**config.mk**
```make
export PLATFORM = sky130hd
export DESIGN_NAME = piso_tx_ctrl
export DESIGN_NICKNAME = d
export VERILOG_FILES = /design/src/rtl/piso_tx_ctrl_pkg.sv /design/src/rtl/parity_gen.sv /design/src/rtl/piso_tx_ctrl.sv
export SDC_FILE = /design/constraint.sdc
export NUM_CORES = 1
export LEC_CHECK = 0
export CAP_MARGIN = 20
export CORE_UTILIZATION = 40
export CTS_CLUSTER_DIAMETER = 100
export DETAILED_ROUTE_END_ITERATION = 8
export PLACE_DENSITY = 0.83
export REMOVE_ABC_BUFFERS = 1
export SLEW_MARGIN = 20
export SYNTH_ARGS = -nofsm -noshare
export SYNTH_HDL_FRONTEND = slang
export SYNTH_SLANG_ARGS = --single-unit
```
**constraint.sdc**
```tcl
create_clock -name clk -period 2 [get_ports clk]
set_clock_uncertainty 0.1 [all_clocks]
set_input_delay 0.2 -clock clk [delete_from_list [all_inputs] [get_ports clk]]
set_output_delay 0.2 -clock clk [all_outputs]
set_load 0.05 [all_outputs]
```
**src/rtl/piso_tx_ctrl_pkg.sv**
```systemverilog
// piso_tx_ctrl_pkg: state encoding and default word width for piso_tx_ctrl (PARITY state only with PISO_TX_CTRL_PARITY_EN).
package piso_tx_ctrl_pkg;
    localparam int DEFAULT_WIDTH = 7;
    localparam logic [1:0] ST_IDLE  = 2'd0;
    localparam logic [1:0] ST_LOAD  = 2'd1;
    localparam logic [1:0] ST_SHIFT = 2'd2;
`ifdef PISO_TX_CTRL_PARITY_EN
    localparam logic [1:0] ST_PARITY = 2'd3;
`endif
    typedef enum logic [1:0] {
        IDLE  = ST_IDLE,
        LOAD  = ST_LOAD,
        SHIFT = ST_SHIFT
`ifdef PISO_TX_CTRL_PARITY_EN
        , PARITY = ST_PARITY
`endif
    } state_t;
endpackage

```
**src/rtl/parity_gen.sv**
```systemverilog
// parity_gen: even-parity XOR reduce of the held word, only built with PISO_TX_CTRL_PARITY_EN.
`ifdef PISO_TX_CTRL_PARITY_EN
module parity_gen #(
    parameter int WIDTH = 7
) (
    input  logic [WIDTH:0] data,
    output logic           parity
);
    assign parity = ^data;
endmodule
`endif

```
**src/rtl/piso_tx_ctrl.sv**
```systemverilog
// piso_tx_ctrl: frames a word through an external PISO, MSB first; PISO_TX_CTRL_PARITY_EN appends an even-parity bit.
module piso_tx_ctrl
    import piso_tx_ctrl_pkg::*;
#(
    parameter int WIDTH = DEFAULT_WIDTH
) (
    input  logic           clk,
    input  logic           clr,
    input  logic [WIDTH:0] in_data,
    input  logic           in_valid,
    output logic           in_ready,
    input  logic           abort,
    output logic [WIDTH:0] piso_data,
    output logic           piso_en,
    output logic           piso_clr,
    input  logic           piso_serial,
    output logic           tx_out,
    output logic           tx_valid,
    output logic           done
);
    localparam int CW = $clog2(WIDTH + 1);
    localparam logic [CW-1:0] LAST = CW'(WIDTH);

    state_t state, state_n;
    logic [CW-1:0] cnt;
    logic [WIDTH:0] hold;
    logic abort_q;
    logic cancel;

`ifdef PISO_TX_CTRL_PARITY_EN
    logic par;
    parity_gen #(.WIDTH(WIDTH)) u_parity_gen (.data(hold), .parity(par));
`endif

    assign cancel    = abort && state != IDLE;
    assign piso_data = hold;
    assign piso_clr  = clr | abort_q;

    always_ff @(posedge clk) begin
        if (clr) begin
            state   <= IDLE;
            cnt     <= '0;
            hold    <= '0;
            abort_q <= 1'b0;
        end else begin
            state   <= state_n;
            abort_q <= cancel;
            cnt     <= (state == SHIFT && cnt != LAST) ? cnt + 1'b1 : '0;
            if (in_valid && in_ready) hold <= in_data;
        end
    end

    always_comb begin
        state_n  = state;
        in_ready = 1'b0;
        piso_en  = 1'b1;
        tx_out   = 1'b0;
        tx_valid = 1'b0;
        done     = 1'b0;
        case (state)
            IDLE: begin
                in_ready = 1'b1;
                if (in_valid) state_n = LOAD;
            end
            LOAD: begin
                piso_en = 1'b0;
                state_n = SHIFT;
            end
            SHIFT: begin
                tx_valid = 1'b1;
                tx_out   = piso_serial;
                if (cnt == LAST) begin
`ifdef PISO_TX_CTRL_PARITY_EN
                    state_n = PARITY;
`else
                    state_n = IDLE;
                    done    = 1'b1;
`endif
                end
            end
`ifdef PISO_TX_CTRL_PARITY_EN
            PARITY: begin
                tx_valid = 1'b1;
                tx_out   = par;
                done     = 1'b1;
                state_n  = IDLE;
            end
`endif
            default: state_n = IDLE;
        endcase
        // a cancelled frame never reports completion
        if (cancel) begin
            state_n = IDLE;
            done    = 1'b0;
        end
        if (clr) begin
            in_ready = 1'b0;
            piso_en  = 1'b1;
            tx_out   = 1'b0;
            tx_valid = 1'b0;
            done     = 1'b0;
        end
    end
endmodule

```
# Yosys cells after proc, flatten, opt, wreduce, memory -nomap -nowiden
# Cells that the tools add are included.
[word_totals]
inputBits = 13
wordCells = 36
ff_bits = 14
out_inout_bits = 14
[classes]
mux = 15
reduce_logical = 8
addsub = 1
bitwise_logic = 2
n_eq_ne = 6
[ops]
columns = ["operator", "count"]
rows = [
  ["1-bit two-way mux", 12],
  ["2-bit one-hot mux with 3 select lines", 1],
  ["2-bit two-way mux", 2],
  ["2-bit OR reduction", 2],
  ["3-bit by 1-bit adder with 3-bit output, second input constant", 1],
  ["3-bit equality test, second input constant", 1],
  ["1-bit logical AND", 3],
  ["3-bit inequality test, second input constant", 1],
  ["2-bit by 1-bit equality test with 1-bit output, second input constant", 1],
  ["2-bit equality test, second input constant", 1],
  ["2-bit logical NOT", 1],
  ["2-bit by 1-bit inequality test with 1-bit output, second input constant", 1],
  ["2-bit inequality test, second input constant", 1],
  ["2-bit AND reduction", 1],
  ["2-bit nonzero test", 1],
  ["1-bit NOT", 1],
  ["1-bit bitwise OR", 1],
]

# Longest topological paths before layout
[logic_depth]
depth_word = 5
ltp_mapped = 4
ltp_nobuf = 4

# Least setup slack after synthesis
# OpenSTA, ideal clock, no wires.
[synth_path]
path_type = "reg2reg"
from = "reg state[0]"
to = "reg state[0]"
stages_incl_launch_ff = 3
t_arrival_ns = 1.707
n_path_buf = 0
setup_time_ns = 0.065
period_less_slack_ns = 1.871
setup_slack_ns = 0.129
required_time_ns = 1.835
cell_sequence = "dfxtp_1 -> nor3_1 -> and2_1"
[synth_between]
elab_chain_len = 3
elab_cells_between_ends = 10
cone_classes = "eq/ne (4); mux (1); reduce/logical (5)"
[synth_lines]
columns = ["item", "line_no", "source"]
rows = [
  ["start, declared", "piso_tx_ctrl.sv:24", "state_t state, state_n;"],
  ["start signal, assigned", "piso_tx_ctrl.sv:46", "state <= state_n;"],
  ["2-bit equality test (tied with other cells)", "piso_tx_ctrl.sv:60", "case (state)"],
  ["2-bit by 1-bit inequality test with 1-bit output (no source line) (tied with other cells)", "--", ""],
  ["2-bit AND reduction (no source line) / 2-bit OR reduction (equally long branches)", "--", ""],
]
# Parallel ways exist; a longest one is shown, timed or not.
# A chain may end at the register's enable or synchronous reset.

# Worst setup path after layout
[layout_path]
from = "reg state[1]"
to = "out done"
[layout_between]
elab_chain_len = 4
elab_cells_between_ends = 6
cone_classes = "eq/ne (1); mux (3); reduce/logical (2)"
[layout_lines]
columns = ["item", "line_no", "source"]
rows = [
  ["2-bit equality test / 2-bit nonzero test (equally long branches)", "piso_tx_ctrl.sv:60, piso_tx_ctrl.sv:35", ""],
  ["1-bit two-way mux / 1-bit logical AND (equally long branches)", "piso_tx_ctrl.sv:60, piso_tx_ctrl.sv:35", ""],
  ["1-bit two-way mux *", "piso_tx_ctrl.sv:92", "if (cancel) begin"],
  ["1-bit two-way mux *", "piso_tx_ctrl.sv:96", "if (clr) begin"],
  ["end, declared", "piso_tx_ctrl.sv:19", "output logic done"],
]
# Mark *: on every way between the ends. The rest lies on a longest branch, timed or not.

==> metrics <==
final wirelength=roughly 1300 um; wire length on met2=617 um; Port Buf Inserts=26; commonest non-fill, non-tap cell in the layout=clkdlybuf4s50_1; routed vias/inst=between 4 and 5; post-synthesis sequential area ratio=roughly 44%; ANT nets after route=0; worst stage delay on the critical path=0.44 ns; Cell Area, Synth=631 sq um; Max Fanout on Critical Path=7; MaxCap Viol Count=0; WL met3=73 um; CTS resizes=0; crit path DAT=1.61 ns; Clk pin slew, worst setup/hold paths=0.09 ns; CP Capture Type=output port; layout cell share with drive strength beyond 1=21.1%; Pwr per Cell Area=around 670 nW/um^2; H-tree Lvls=1; Worst Path Class, Setup=reg -> out; synth top area cells=dfxtp_1 (44%), nand2b_1 (17%), mux2i_1 (13%); f_max=525 MHz; R2R Setup Slk=about 0.50 ns; Root Buffer=clkbuf_4; yosys warns=0; Worst R2R Start=cnt[0]; final-report setup violation count=0; Mapped Avg Cell Area=10.3 sq um; Die Height=41.7 um; DR vias=506; Slew headroom=66.5%; Hold WS=around 0.34 ns; # diodes=0; maximum vdd drop=approximately 0.38 mV; WP data required=1.70 ns; commonest cells after routing, fill and taps aside=clkdlybuf4s50_1 (20), nand2b_1 (17), dfxtp_1 (14); Slowest cell on crit path=dfxtp_1; Routed WL per cell=12.1 um; RSZ-0062 raised after global routing=false; Tightest Pin Transition=0.500 ns; hold buffer count at cts=0; cell chain of the critical path=or3b_4 -> nor3b_2 -> buf_12; # DRC=0; global-route wire length before repair=~2100 um; Post-Route M1 WL=557 um; CTS Buffer Depth=2; CTS tree=yes; post-DP HPWL=935 um; outcome=finished clean; Clk Latency, worst-skew pair=0.28 ns; CTS Sinks=14; CP bufs+invs=1; Core ar.=1380 sq um; Largest delay share family, worst path=simple AND/OR/NAND/NOR gates; Critical path origin=state[1]; drt first-iter violations=4; cell row count=13; Synth Instances=~60; crit path to=done; final-report hold violation count=0; dpl ws=between 0.15 and 0.2 ns; largest net degree at the start of global routing=23; Post CTS Setup Buffer Count=0; PnR worst setup slack=0.0945 ns; Top Metal Used=met4; critical path depth in cells=3; total gr overflow=0; FF-to-FF path depth=4; CTS Buf Count=3; Setup TNS Final=0 ns; crit path launch type=register; Slew Viols, Final=0; number of detailed-route iterations in the first pass=2; Final nets=106; cell taking the most area after synthesis=dfxtp_1; hold crit path type=reg -> reg; Die ar.=1740 sq um; Synth top area share=44.4%; minimum clock period=1.91 ns; Layout area overhead=60.3%; hold depth=1; post-synthesis register bit count=14; die width=41.7 um; gr usage total=16.3%; Starting Density=a little under half; Routability Congestion=just under 0.7; worst flop-to-flop path endpoint=state[1]; Final period util=approximately 95%; vias in the first global route=524; post-synth cell types=17; initial antenna violation count=0; io pins=27; LEAKAGE=0.413 nW
-- worst min-delay path by stage --
stage | start | to | slack [ns]
6_report | cnt[0] | cnt[0] | 0.34
5_1_grt | cnt[0] | cnt[0] | 0.36
4_1_cts | cnt[0] | cnt[0] | 0.35
3_5_place_dp | cnt[0] | cnt[0] | 0.33
3_3_place_gp | cnt[0] | cnt[0] | 0.33
2_1_floorplan | abort | state[1] | 0.16
-- layout make-up --
cell class | count | area [sq um]
Fill cell | 104 | 372
Clock buffer | 4 | 36.3
Inverter | 1 | 3.75
Tap cell | 15 | 18.8
Sequential cell | 14 | 280
Timing Repair Buffer | 28 | 335
Multi-Input combinational cell | 43 | 337
-- registers in the layout, indices dropped and copies added, names as in the netlist --
signal	count
piso_data	8
state	2
abort_q	1
cnt	3
-- synth_stat cells --
master / number
a211oi_2: 1
and2_1: 4
buf_4: 1
clkbuf_1: 2
dfxtp_1: 14
ha_1: 2
inv_2: 1
mux2i_1: 8
nand2b_1: 17
nor2_1: 1
nor3_1: 2
nor3b_1: 2
nor3b_2: 1
nor4b_1: 1
or2_2: 2
or3b_1: 1
or3b_4: 1
-- where the power goes --
group          total [mW]  internal [mW]  switching [mW]
combinational       0.169         0.0806          0.0882
clock               0.201          0.111          0.0908
sequential          0.302          0.293         0.00951
total               0.673          0.484           0.189
-- per-layer routing --
metal  vias up  global-route usage (%)
li1        259                       -
met1       225                    16.8
met5         -                       0
met3         2                    4.35
met2        20                    28.1
met4         0                    11.6
-- metrics by stage --
| stage | total power [mW] | std cells | area, sq um | util [%] |
|---|---|---|---|---|
| 2_1_floorplan | 0.398 | 58 | 616 | - |
| 3_3_place_gp | 0.476 | 101 | 975 | 70.5 |
| 3_5_place_dp | 0.479 | 101 | 975 | 70.5 |
| 4_1_cts | 0.684 | 105 | 1010 | 73.1 |
| 5_1_grt | 0.704 | 105 | 1010 | 73.1 |
| 6_report | 0.673 | 105 | 1010 | 73.1 |
-- cells by family (layout without fill, tap and decap cells) --
group	Yosys count	count (layout)	synth area share (%)
AND/OR/NAND/NOR	32	32	33.9
multiplexers	8	8	12.7
buffers and inverters	4	33	2.98
flip-flops	14	14	44.4
adder cells (fa/ha/maj)	2	2	3.97
AO/OA/AOI/OAI	1	1	1.98
(Power assumes the default switching activity.)
